**config.mk**
```make
export PLATFORM = sky130hd
export DESIGN_NAME = rv_multicycle_ctrl
export DESIGN_NICKNAME = d
export VERILOG_FILES = /design/src/rtl/rv_mc_pkg.sv /design/src/rtl/rv_alu_decoder.sv /design/src/rtl/rv_multicycle_ctrl.sv
export SDC_FILE = /design/constraint.sdc
export NUM_CORES = 1
export LEC_CHECK = 0
export ABC_CLOCK_PERIOD_IN_PS = 1900
export BUFFER_PORTS_ARGS = -buffer_cell sky130_fd_sc_hd__clkbuf_2
export CORE_MARGIN = 8
export CORE_UTILIZATION = 51
export CTS_CLUSTER_DIAMETER = 60
export DETAILED_ROUTE_END_ITERATION = 8
export HOLD_SLACK_MARGIN = 0.03
export PLACE_DENSITY = 0.8
export SLEW_MARGIN = 20
export SYNTH_ARGS = -nofsm -noshare
export SYNTH_HDL_FRONTEND = slang
export SYNTH_HIERARCHICAL = 1
export SYNTH_SLANG_ARGS = --single-unit
```
**constraint.sdc**
```tcl
create_clock -name clk -period 1.9 [get_ports clk]
set_input_delay 0.19 -clock clk [delete_from_list [all_inputs] [get_ports clk]]
set_output_delay 0.19 -clock clk [all_outputs]
set_load 0.05 [all_outputs]
```
**src/rtl/rv_mc_pkg.sv**
```systemverilog
// Shared types and encodings for the multi-cycle RV32I control unit.
// Pure declarations; no logic, latency or flow control.
package rv_mc_pkg;

    typedef enum logic [3:0] {
        S_FETCH    = 4'd0,
        S_DECODE   = 4'd1,
        S_MEMADR   = 4'd2,
        S_MEMREAD  = 4'd3,
        S_MEMWB    = 4'd4,
        S_MEMWRITE = 4'd5,
        S_EXECR    = 4'd6,
        S_EXECI    = 4'd7,
        S_ALUWB    = 4'd8,
        S_BRANCH   = 4'd9,
        S_JAL      = 4'd10,
        S_TRAP     = 4'd15
    } state_t;

    localparam logic [6:0] OP_LOAD   = 7'b0000011;
    localparam logic [6:0] OP_STORE  = 7'b0100011;
    localparam logic [6:0] OP_RTYPE  = 7'b0110011;
    localparam logic [6:0] OP_ITYPE  = 7'b0010011;
    localparam logic [6:0] OP_BRANCH = 7'b1100011;
    localparam logic [6:0] OP_JAL    = 7'b1101111;

    localparam logic [2:0] ALU_ADD = 3'b000;
    localparam logic [2:0] ALU_SUB = 3'b001;
    localparam logic [2:0] ALU_AND = 3'b010;
    localparam logic [2:0] ALU_OR  = 3'b011;
    localparam logic [2:0] ALU_SLT = 3'b101;

    localparam logic [1:0] ALUOP_ADD   = 2'b00;
    localparam logic [1:0] ALUOP_SUB   = 2'b01;
    localparam logic [1:0] ALUOP_FUNCT = 2'b10;

    localparam logic [1:0] SRCA_PC    = 2'b00;
    localparam logic [1:0] SRCA_OLDPC = 2'b01;
    localparam logic [1:0] SRCA_RS1   = 2'b10;

    localparam logic [1:0] SRCB_RS2  = 2'b00;
    localparam logic [1:0] SRCB_IMM  = 2'b01;
    localparam logic [1:0] SRCB_FOUR = 2'b10;

    localparam logic [1:0] RES_ALUOUT    = 2'b00;
    localparam logic [1:0] RES_MEMDATA   = 2'b01;
    localparam logic [1:0] RES_ALURESULT = 2'b10;

    localparam logic [1:0] IMM_I = 2'b00;
    localparam logic [1:0] IMM_S = 2'b01;
    localparam logic [1:0] IMM_B = 2'b10;
    localparam logic [1:0] IMM_J = 2'b11;

endpackage

```
**src/rtl/rv_alu_decoder.sv**
```systemverilog
// ALU opcode decode from the FSM's alu_op class plus instruction fields.
// Purely combinational, zero latency, no flow control.
module rv_alu_decoder
    import rv_mc_pkg::*;
(
    input  logic [1:0] alu_op,
    input  logic [2:0] funct3,
    input  logic       op_b5,
    input  logic       funct7b5,
    output logic [2:0] alu_control
);

    always_comb begin
        alu_control = ALU_ADD;
        case (alu_op)
            ALUOP_SUB: alu_control = ALU_SUB;
            ALUOP_FUNCT: begin
                case (funct3)
                    // op[5] separates R-type sub from I-type addi with imm[10] set
                    3'b000:  alu_control = (op_b5 & funct7b5) ? ALU_SUB : ALU_ADD;
                    3'b010:  alu_control = ALU_SLT;
                    3'b110:  alu_control = ALU_OR;
                    3'b111:  alu_control = ALU_AND;
                    default: alu_control = ALU_ADD;
                endcase
            end
            default: alu_control = ALU_ADD;
        endcase
    end

endmodule

```
**src/rtl/rv_multicycle_ctrl.sv**
```systemverilog
// Multi-cycle RV32I control FSM over one shared memory port; 3-5 cycles per instruction.
// Memory req is held until mem_ready, so any number of wait states is absorbed.
module rv_multicycle_ctrl
    import rv_mc_pkg::*;
#(
    parameter int CNT_W      = 32,
    parameter bit ENABLE_BNE = 1'b1
) (
    input  logic             clk,
    input  logic             rst,
    input  logic [6:0]       op,
    input  logic [2:0]       funct3,
    input  logic             funct7b5,
    input  logic             zero,
    input  logic             mem_ready,
    output logic             mem_req,
    output logic             mem_write,
    output logic             adr_src,
    output logic             ir_write,
    output logic             pc_write,
    output logic             reg_write,
    output logic [1:0]       alu_src_a,
    output logic [1:0]       alu_src_b,
    output logic [1:0]       result_src,
    output logic [1:0]       imm_src,
    output logic [2:0]       alu_control,
    output logic             illegal,
    output logic [CNT_W-1:0] instret,
    output logic [3:0]       state_o
);

    state_t     state;
    state_t     state_nxt;
    logic [1:0] alu_op;
    logic       branch_ok;
    logic       retire;
    logic       mem_req_s, mem_write_s, ir_write_s, pc_write_s, reg_write_s;

    assign branch_ok = (funct3 == 3'b000) | (ENABLE_BNE && (funct3 == 3'b001));

    always_comb begin
        state_nxt = state;
        case (state)
            S_FETCH:    if (mem_ready) state_nxt = S_DECODE;
            S_DECODE: begin
                case (op)
                    OP_LOAD, OP_STORE: state_nxt = S_MEMADR;
                    OP_RTYPE:          state_nxt = S_EXECR;
                    OP_ITYPE:          state_nxt = S_EXECI;
                    OP_BRANCH:         state_nxt = branch_ok ? S_BRANCH : S_TRAP;
                    OP_JAL:            state_nxt = S_JAL;
                    default:           state_nxt = S_TRAP;
                endcase
            end
            S_MEMADR:   state_nxt = op[5] ? S_MEMWRITE : S_MEMREAD;
            S_MEMREAD:  if (mem_ready) state_nxt = S_MEMWB;
            S_MEMWB:    state_nxt = S_FETCH;
            S_MEMWRITE: if (mem_ready) state_nxt = S_FETCH;
            S_EXECR:    state_nxt = S_ALUWB;
            S_EXECI:    state_nxt = S_ALUWB;
            S_ALUWB:    state_nxt = S_FETCH;
            S_BRANCH:   state_nxt = S_FETCH;
            S_JAL:      state_nxt = S_ALUWB;
            default:    state_nxt = S_TRAP;
        endcase
    end

    assign retire = (state == S_MEMWB) | (state == S_ALUWB) | (state == S_BRANCH) |
                    ((state == S_MEMWRITE) & mem_ready);

    always_ff @(posedge clk or posedge rst) begin
        if (rst) begin
            state   <= S_FETCH;
            instret <= '0;
            illegal <= 1'b0;
        end else begin
            state <= state_nxt;
            if (retire)
                instret <= instret + CNT_W'(1);
            if (state_nxt == S_TRAP)
                illegal <= 1'b1;
        end
    end

    // Defaults are the FETCH mux settings; TRAP falls through with all strobes low.
    always_comb begin
        mem_req_s   = 1'b0;
        mem_write_s = 1'b0;
        ir_write_s  = 1'b0;
        pc_write_s  = 1'b0;
        reg_write_s = 1'b0;
        adr_src     = 1'b0;
        alu_src_a   = SRCA_PC;
        alu_src_b   = SRCB_FOUR;
        result_src  = RES_ALURESULT;
        alu_op      = ALUOP_ADD;
        case (state)
            S_FETCH: begin
                mem_req_s  = 1'b1;
                ir_write_s = mem_ready;
                pc_write_s = mem_ready;
            end
            S_DECODE: begin
                alu_src_a = SRCA_OLDPC;
                alu_src_b = SRCB_IMM;
            end
            S_MEMADR: begin
                alu_src_a = SRCA_RS1;
                alu_src_b = SRCB_IMM;
            end
            S_MEMREAD: begin
                mem_req_s  = 1'b1;
                adr_src    = 1'b1;
                result_src = RES_ALUOUT;
            end
            S_MEMWB: begin
                result_src  = RES_MEMDATA;
                reg_write_s = 1'b1;
            end
            S_MEMWRITE: begin
                mem_req_s   = 1'b1;
                mem_write_s = 1'b1;
                adr_src     = 1'b1;
                result_src  = RES_ALUOUT;
            end
            S_EXECR: begin
                alu_src_a = SRCA_RS1;
                alu_src_b = SRCB_RS2;
                alu_op    = ALUOP_FUNCT;
            end
            S_EXECI: begin
                alu_src_a = SRCA_RS1;
                alu_src_b = SRCB_IMM;
                alu_op    = ALUOP_FUNCT;
            end
            S_ALUWB: begin
                result_src  = RES_ALUOUT;
                reg_write_s = 1'b1;
            end
            S_BRANCH: begin
                alu_src_a  = SRCA_RS1;
                alu_src_b  = SRCB_RS2;
                alu_op     = ALUOP_SUB;
                result_src = RES_ALUOUT;
                pc_write_s = zero ^ (ENABLE_BNE & funct3[0]);
            end
            S_JAL: begin
                alu_src_a  = SRCA_OLDPC;
                result_src = RES_ALUOUT;
                pc_write_s = 1'b1;
            end
            default: ;
        endcase
    end

    always_comb begin
        case (op)
            OP_STORE:  imm_src = IMM_S;
            OP_BRANCH: imm_src = IMM_B;
            OP_JAL:    imm_src = IMM_J;
            default:   imm_src = IMM_I;
        endcase
    end

    // Strobes drop the instant reset asserts, independent of the clock.
    assign mem_req   = mem_req_s   & ~rst;
    assign mem_write = mem_write_s & ~rst;
    assign ir_write  = ir_write_s  & ~rst;
    assign pc_write  = pc_write_s  & ~rst;
    assign reg_write = reg_write_s & ~rst;
    assign state_o   = state;

    rv_alu_decoder u_alu_decoder (
        .alu_op      (alu_op),
        .funct3      (funct3),
        .op_b5       (op[5]),
        .funct7b5    (funct7b5),
        .alu_control (alu_control)
    );

endmodule
```
# After elaboration in Yosys (flattened, before gate mapping)
# Cells that the tools add are included.
# op_classes
add_sub_neg,1
mul,0
n_div,0
n_lt_le_gt_ge,0
eq_ne,23
shift,0
mux,21
n_bitwise,13
n_reduce_logical,14
# ops
operator,n
$add 32x1->32 const B,1
$pmux 4 s7,1
$pmux 4 s5,1
$eq 4x3->1 const B,4
$eq 4x4->1 const B,4
$pmux 2 s2,4
$eq 7x6->1 const B,2
$eq 7x7->1 const B,2
$mux 4,3
$pmux 3 s4,1
$reduce_or 2->1,6
$reduce_or 3->1,4
$eq 4x2->1 const B,2
$and 1x1->1,7
$eq 7x2->1 const B,1
$eq 7x5->1 const B,1
$eq 3x3->1 const B,2
$mux 1,6
$mux 3,2
$pmux 2 s3,1
$pmux 3 s2,1
$reduce_or 5->1,1
$eq 4x1->1 const B,1
$logic_not 4->1,1
other kinds (10),13
# totals
register_bits,37
latch_bits,0
mem_bits_rw,0
rom_bits,0
out_inout_bits,54
wordCells,75
memories,0

# Longest topological paths before layout
# Gate-level depths: netlist of the first run.
# depth
word_depth,6
mapped_depth,7
ltp_nobuf,6

# Cells and area by module
# Netlist of the first run, hierarchy kept.
# by_module_without_submodules
mod,instances,cells_each,area_per_inst_um2
rv_multicycle_ctrl,1,213,2053.2
rv_alu_decoder,1,11,96.3

# Least setup slack after synthesis of the first run
# OpenSTA, ideal clock, no wires.
# synth_path
path_kind,register to output
from,reg state[3] (netlist: state_o[3])
to,out reg_write
arrival_ns,3.437
t_required_ns,1.710
slack_ns,-1.727
stages_incl_launch_ff,3
n_path_buf,0
cell_sequence,dfrtp_1 nand2b_1 a2111oi_0
# synth_via
elab_chain_len,4
word_cells_on_any_way,5
# synth_lines
item,line,rtl
"start, declared",rv_multicycle_ctrl.sv:32,state_t state;
"start signal, assigned",rv_multicycle_ctrl.sv:77,state <= state_nxt;
$eq 4x3->1 or $eq 4x4->1 (tied branches),rv_multicycle_ctrl.sv:97,case (state)
$reduce_or 2->1 (no line) (*),n/a,
$mux 1 (*),rv_multicycle_ctrl.sv:97,
$and 1x1->1 (*),rv_multicycle_ctrl.sv:170,assign reg_write = reg_write_s & ~rst;
"end, declared",rv_multicycle_ctrl.sv:21,"output logic reg_write,"
# Mark *: on every way between the ends. The rest lies on a longest branch, timed or not.

# Worst setup path in the final report of the first run
# layout_path
from,reg state[3] (netlist: state_o[3])
to,out alu_control[2]
# layout_via
elab_chain_len,5
word_cells_on_any_way,8
# layout_lines
item,line,rtl
$eq 4x3->1,rv_multicycle_ctrl.sv:97,
$reduce_or 2->1 (no line),n/a,
$pmux 2 s2 (*),rv_multicycle_ctrl.sv:97,
net alu_op[1],rv_multicycle_ctrl.sv:34,logic [1:0] alu_op;
$eq 2x2->1 or $eq 2x1->1 (tied branches),rv_alu_decoder.sv:15,case (alu_op)
$pmux 3 s2 (*),rv_alu_decoder.sv:15,
"end, declared",rv_multicycle_ctrl.sv:26,"output logic [2:0] alu_control,"
# The timed path passes the listed nets; every way through them passes the cells marked *.

==> out/results.ini, run 1 <==
[hold_path]
hp-class = input pin to flop

[setup_path]
cp.arrival_ns = 1.78
path_buf_inv = 1
critPathCaptureType = output pin
cpMostUsedCell = nand2b_4
worstPathMaxFanout = 4
slowest_stage = dfrtp_2
critPathMaxStageDelay_ns = 0.44
cp.required_ns = 1.71
r2r_slack_ns = 0.10
worstSetupStartpointType = flop
cp_top_family = simple AND/OR/NAND/NOR gates
cp_cell_sequence = nand2b_4 -> nor2_4 -> ha_4 -> nand2b_4 -> nor4b_4 -> clkbuf_8
worstSetupPathType = flop to output pin

[cts]
cts_made_buffers = 5
clockBufferDepth = 2
clock-sinks = 37
clock_latency_ns = 0.28
cts_tree = built
path_clk_slew_ns = 0.07
h-tree-depth = 2
cts-root-buf = clkbuf_8

[timing]
fin_skew_ns = 0.003605
grt_setup_unrepaired = yes
slew_violations = 0
min_period_ns = 1.973
fmax_ghz = 0.5069
setup_violations = 3
worst_pin_slew_ns = 0.4202
min_period_over_period = 1.038
max_slew_margin = 0.7178
fin_ws_ns = -0.07273
finalHoldViolations = 0

[drt]
viasPerCell = 5.347
drt_iter0_drc = 140
antenna_left = 0
vias = 1973
routed_wl_um = 5718
drc_errors = 0
dr.pass1.iters = 4
wl_per_cell_um = 15.50

[grt]
grt_overflow = 0
grt_max_degree = 24
grt_pass1_wl_um = 9535
antenna_found_initial = 0
track_usage = 0.1817
grt_pass1_vias = 2028

[synth]
yosys.area_share.simple = 0.2811
async_flop_share = 1.000
netlist_instances = 224
syn_nets = 242
synth-edff-count = 0
netlist.area_leader.share = 0.4307
synth_seq_cells = 37
yosysMostFrequentCell = dfrtp_1
synth_cell_types = 49
syn_area_per_cell_um2 = 9.596
syn_area_mm2 = 0.002150
yosysWarnings = 6
synth_top_family_by_area = simple AND/OR/NAND/NOR gates
seq_area_frac_synth = 0.4307
synth_area_leaders = dfrtp_1 (43%), xnor2_1 (7.7%), xor2_1 (6.5%), nor2_1 (4.7%), nand2_1 (2.8%)
yosys.area_share.xor_xnor = 0.1426
post_synth_mux_area_share = 0.009895
synthAdderAreaFrac = 0.01746
synth_compound_area_frac = 0.08731
synth_top_cell_by_area = dfrtp_1
ys.flop_type = dfrtp_1
synth_commonest_cells = dfrtp_1 (37), nor2_1 (27), xnor2_1 (19), nand2_1 (16), xor2_1 (16)

[finish]
drive_above_1_share = 0.4702
postLayoutCellArea_mm2 = 0.003070
area_growth_pct = 42.84
fillerInstances = 275
finalNonFillerCells = 369
fin_nets = 336
diodes = 0

[pwr]
ir_drop_uv = 655.8
power_density_mw_per_mm2 = 502.9
power.leakage_uw = 0.001530

[place]
placed_cells = 349
dp_hpwl_um = 4233
finalWeightedCongestion = 0.8565
portBuffers = 68
dpl_cell_area_mm2 = 0.002763

[die]
die_area_mm2 = 0.006548
initial_utilization = 0.5335
coreArea_mm2 = 0.004029
die_w_um = 80.92
die-height_um = 80.92
io_pins = 69
rows = 23

[run_status]
failed_checks = setup timing
status = complete, but fails checks

[run]
drv_cap = 0

cells by family (layout without fill, tap and decap cells):
family                     count (synthesis)  count (layout)
DFF                                       37              37
muxes                                      2               2
and+or+nand+nor                          104             104
adders and majority gates                  3               3
xor gates and xnor gates                  35              35
buffers and inverters                     17             112
AOI/OAI and AO/OA                         26              26
through the flow:
step                hold WS, ns  worst slack (ns)    util  total power (µW)  setup TNS [ns]
global placement         0.3396            0.1230  0.6857             868.0               0
floorplan                0.3568           -0.1927       -             833.6          -1.303
CTS                      0.2583          -0.06820  0.7438              1563         -0.2284
finish                   0.2943          -0.07273  0.7621              1544         -0.1722
global route             0.2916           -0.1415  0.7621              1614         -0.5643
detailed placement       0.3293           0.09219  0.6857             869.2               0
where the power goes:
group	switching [µW]	internal [µW]
clock	261	428
combinational	42.3	25.8
sequential	0	787
total	303	1240
area by class of cell:
| cell class | count | area (µm²) | share of cell area |
|---|---|---|---|
| tap | 50 | 62.56 | 0.02037 |
| clock inverter | 1 | 30.03 | 0.009780 |
| timing repair buffer | 93 | 589.3 | 0.1919 |
| sequential | 37 | 942.2 | 0.3068 |
| inverter | 11 | 43.79 | 0.01426 |
| multi-input combinational | 170 | 1316 | 0.4287 |
| clock buffer | 7 | 86.33 | 0.02812 |
tightest hold or removal path, delay by kind of cell:
family	cells	cell delay, ns
buffers and inverters	1	0.14
AOI/OAI and AO/OA	2	0.21
final timing paths:
check,endpoint,cells after the start,from
setup / recovery,alu_control[2],6,state_o[3]
hold / removal,state_o[1],3,funct3[1]
setup reg to reg,instret[11],6,state_o[0]
min in group asynchronous,instret[31],4,rst
max in group asynchronous,state_o[2],4,rst
hold reg to reg,illegal,1,illegal
cell usage in the layout, fill, tap and decap left out, types with 2 or more instances in the layout:
cell	instances
buf_4	24
o211ai_1	2
xnor2_1	18
nand4_1	6
nor3_2	5
or2_2	2
nand2_1	16
clkbuf_4	2
nor2_2	3
nand4_4	2
nor2_4	3
nor2b_1	3
nand2b_1	4
buf_8	2
xor2_1	16
nand2b_4	4
clkbuf_2	59
clkbuf_8	7
buf_6	4
o21ai_0	3
dfrtp_1	24
inv_2	2
nor2_1	21
and3_1	6
dfrtp_2	13
nand3_1	8
inv_1	8
a21oi_1	5
and4_1	2
nor3_1	5
and2_1	4
what timing repair did:
action,4_1_cts,5_1_grt
pin swaps,4,1
gates cloned,0,0
endpoints found under the setup margin,7,10
hold buffers,1,0
gates resized for setup,15,23
setup buffers,7,4
hold endpoints to repair,14,0
flip-flops by register name, summed over array words and instances, names as in the netlist:
register	cells
instret	32
state_o	4
illegal	1
per-layer routing:
| metal | vias to the layer above | part of all wire | GRT usage |
|---|---|---|---|
| met5 | - | 0 | 0 |
| met4 | 0 | 0.0096 | 0.04821 |
| met3 | 5 | 0.070 | 0.05408 |
| met2 | 58 | 0.49 | 0.2951 |
| met1 | 949 | 0.43 | 0.2306 |
| li1 | 961 | - | - |
(Power assumes the default switching activity.)
==> run 2: changes to the inputs <==
PLACE_DENSITY = 0.76   (was 0.8)
SLEW_MARGIN = unset   (was 20)
==> run 2 against run 1 <==
Effect of this change:
- the run still ends with setup timing left
- core utilization fell by 1.5 points
- sequential power barely moved
- flip-flop and latch count did not move
- clock-buffer cell count fell by 2
- global-route usage fell by 0.099 points
- cell count fell by 2.4%
- critical path type unchanged
- largest cell class unchanged
==> out/results.ini, run 2 (synthesis gave the netlist of run 1 again) <==
[cts]
h-tree-depth = 2
clockBufferDepth = 2
cts_made_buffers = 5
path_clk_slew_ns = 0.07
clock-sinks = 37
cts-root-buf = clkbuf_8
cts_tree = built
clock_latency_ns = 0.30

[timing]
fmax_ghz = 0.5053
grt_setup_unrepaired = yes
fin_ws_ns = -0.07898
slew_violations = 0
max_slew_margin = 0.7172
min_period_over_period = 1.042
hold_slack_ns = 0.03480
min_period_ns = 1.979
fin_skew_ns = 0.003717
setup_violations = 4
worst_pin_slew_ns = 0.4210
finalHoldViolations = 0

[drt]
routed_wl_um = 5589
drc_errors = 0
antenna_left = 0
viasPerCell = 5.375
met1_length_um = 2425
dr_wl_met2_um = 2705
dr.pass1.iters = 4
routed.top_layer = met4
vias = 1935
drt_iter0_drc = 68
wl_per_cell_um = 15.53
met3WireLength_um = 370

[setup_path]
slowest_stage = dfrtp_2
critPathCaptureType = output pin
worstPathMaxFanout = 4
cp_cell_sequence = nand2b_4 -> nor2_4 -> inv_2 -> ha_4 -> and4b_2 -> clkbuf_16
r2r-start = state_o[3]
critPathMaxStageDelay_ns = 0.44
worstSetupPathType = flop to output pin
cp.arrival_ns = 1.79
path_buf_inv = 2
cp.required_ns = 1.71
reg2reg_to = instret[17]
worstSetupStartpointType = flop
r2r_slack_ns = 0.15
worst-r2r-cell-count = 6
cp_top_family = simple AND/OR/NAND/NOR gates

[pwr]
power_density_mw_per_mm2 = 555.7
power_frac_seq = 0.470
p_clk_frac = 0.490
ir_drop_uv = 452.3
switchingPower_uw = 333.1
p_sw_frac = 0.1992
power.leakage_uw = 0.001498
power_frac_comb = 0.040
p_int_uw = 1339

[grt]
antenna_found_initial = 0
grt_pass1_vias = 1981
grt_overflow = 0
grt_pass1_wl_um = 9335
track_usage = 0.1807
grt_max_degree = 23

[place]
dp_hpwl_um = 4221
placed_cells = 348
portBuffers = 68
finalWeightedCongestion = 0.8085

[die]
die_w_um = 80.92
rows = 23
initial_utilization = 0.5335
io_pins = 69
coreArea_mm2 = 0.004029
die_area_mm2 = 0.006548
die-height_um = 80.92

[finish]
largest_reg_flops = 32
area_growth_pct = 39.99
fin_nets = 327
mostFrequentLayoutCell = clkbuf_2
final_util = 0.7469
diodes = 0
layout_common_cells = clkbuf_2 (59), dfrtp_1 (24), nor2_1 (22), buf_4 (19), xnor2_1 (18)
drive_above_1_share = 0.4516
top_register = instret
finalNonFillerCells = 360

[run_status]
status = complete, but fails checks
failed_checks = setup timing

[hold_path]
hp-class = input pin to async pin

[run]
drv_cap = 0

run 2: final cells by class:
| class | instances | area (µm²) |
|---|---|---|
| repair buffers | 84 | 528.0 |
| well taps | 50 | 62.56 |
| clock buffers | 5 | 68.82 |
| inverters | 11 | 41.29 |
| fillers | 294 | 1020 |
| flip-flops and latches | 37 | 942.2 |
| clock inverters | 3 | 68.82 |
| multi-input cells | 170 | 1297 |
run 2: repair_timing:
action	CTS	global route
resized for setup	12	17
pin swaps	4	2
hold buffers	0	0
buffers inserted	3	1
setup endpoints to repair	7	10
run 2: worst min-delay path, cell delays in order:
cell,delay (ns)
clkbuf_2,0.17
inv_1,0.11
buf_4,0.23
run 2: worst max-delay path by stage:
stage,from,to,cells after the start
5_1_grt,state_o[2],alu_control[1],6
4_1_cts,state_o[3],alu_src_b[1],5
3_5_place_dp,state_o[2],alu_control[1],6
3_3_place_gp,state_o[2],alu_control[1],6
6_report,state_o[2],alu_control[1],6
2_1_floorplan,state_o[3],reg_write,2
run 2: per-layer routing:
metal  GRT usage  up-vias
li1            -      946
met1      0.2322      922
met2      0.2839       56
met3     0.04415       11
met4     0.07679        0
met5           0        -
run 2: metrics by stage:
step / worst slack, ns / area [µm²] / setup TNS (ns) / power, µW
final: -0.07898 / 3009 / -0.2043 / 1672
after global routing: -0.1287 / 3009 / -0.4566 / 1727
after CTS: -0.06608 / 2982 / -0.2476 / 1693
after detailed placement: 0.1288 / 2770 / 0 / 869.5
after global placement: 0.1431 / 2770 / 0 / 868.1
after floorplan: -0.1927 / 2296 / -1.303 / 833.6
run 2: power groups by stage:
stage / sequential (µW) / clock [µW] / combinational (µW)
final: 787 / 819 / 66.4
after global routing: 786 / 866 / 74.6
after detailed placement: 802 / 0 / 67.2
after CTS: 786 / 838 / 67.8
after floorplan: 802 / 0 / 31.3
after global placement: 802 / 0 / 65.9
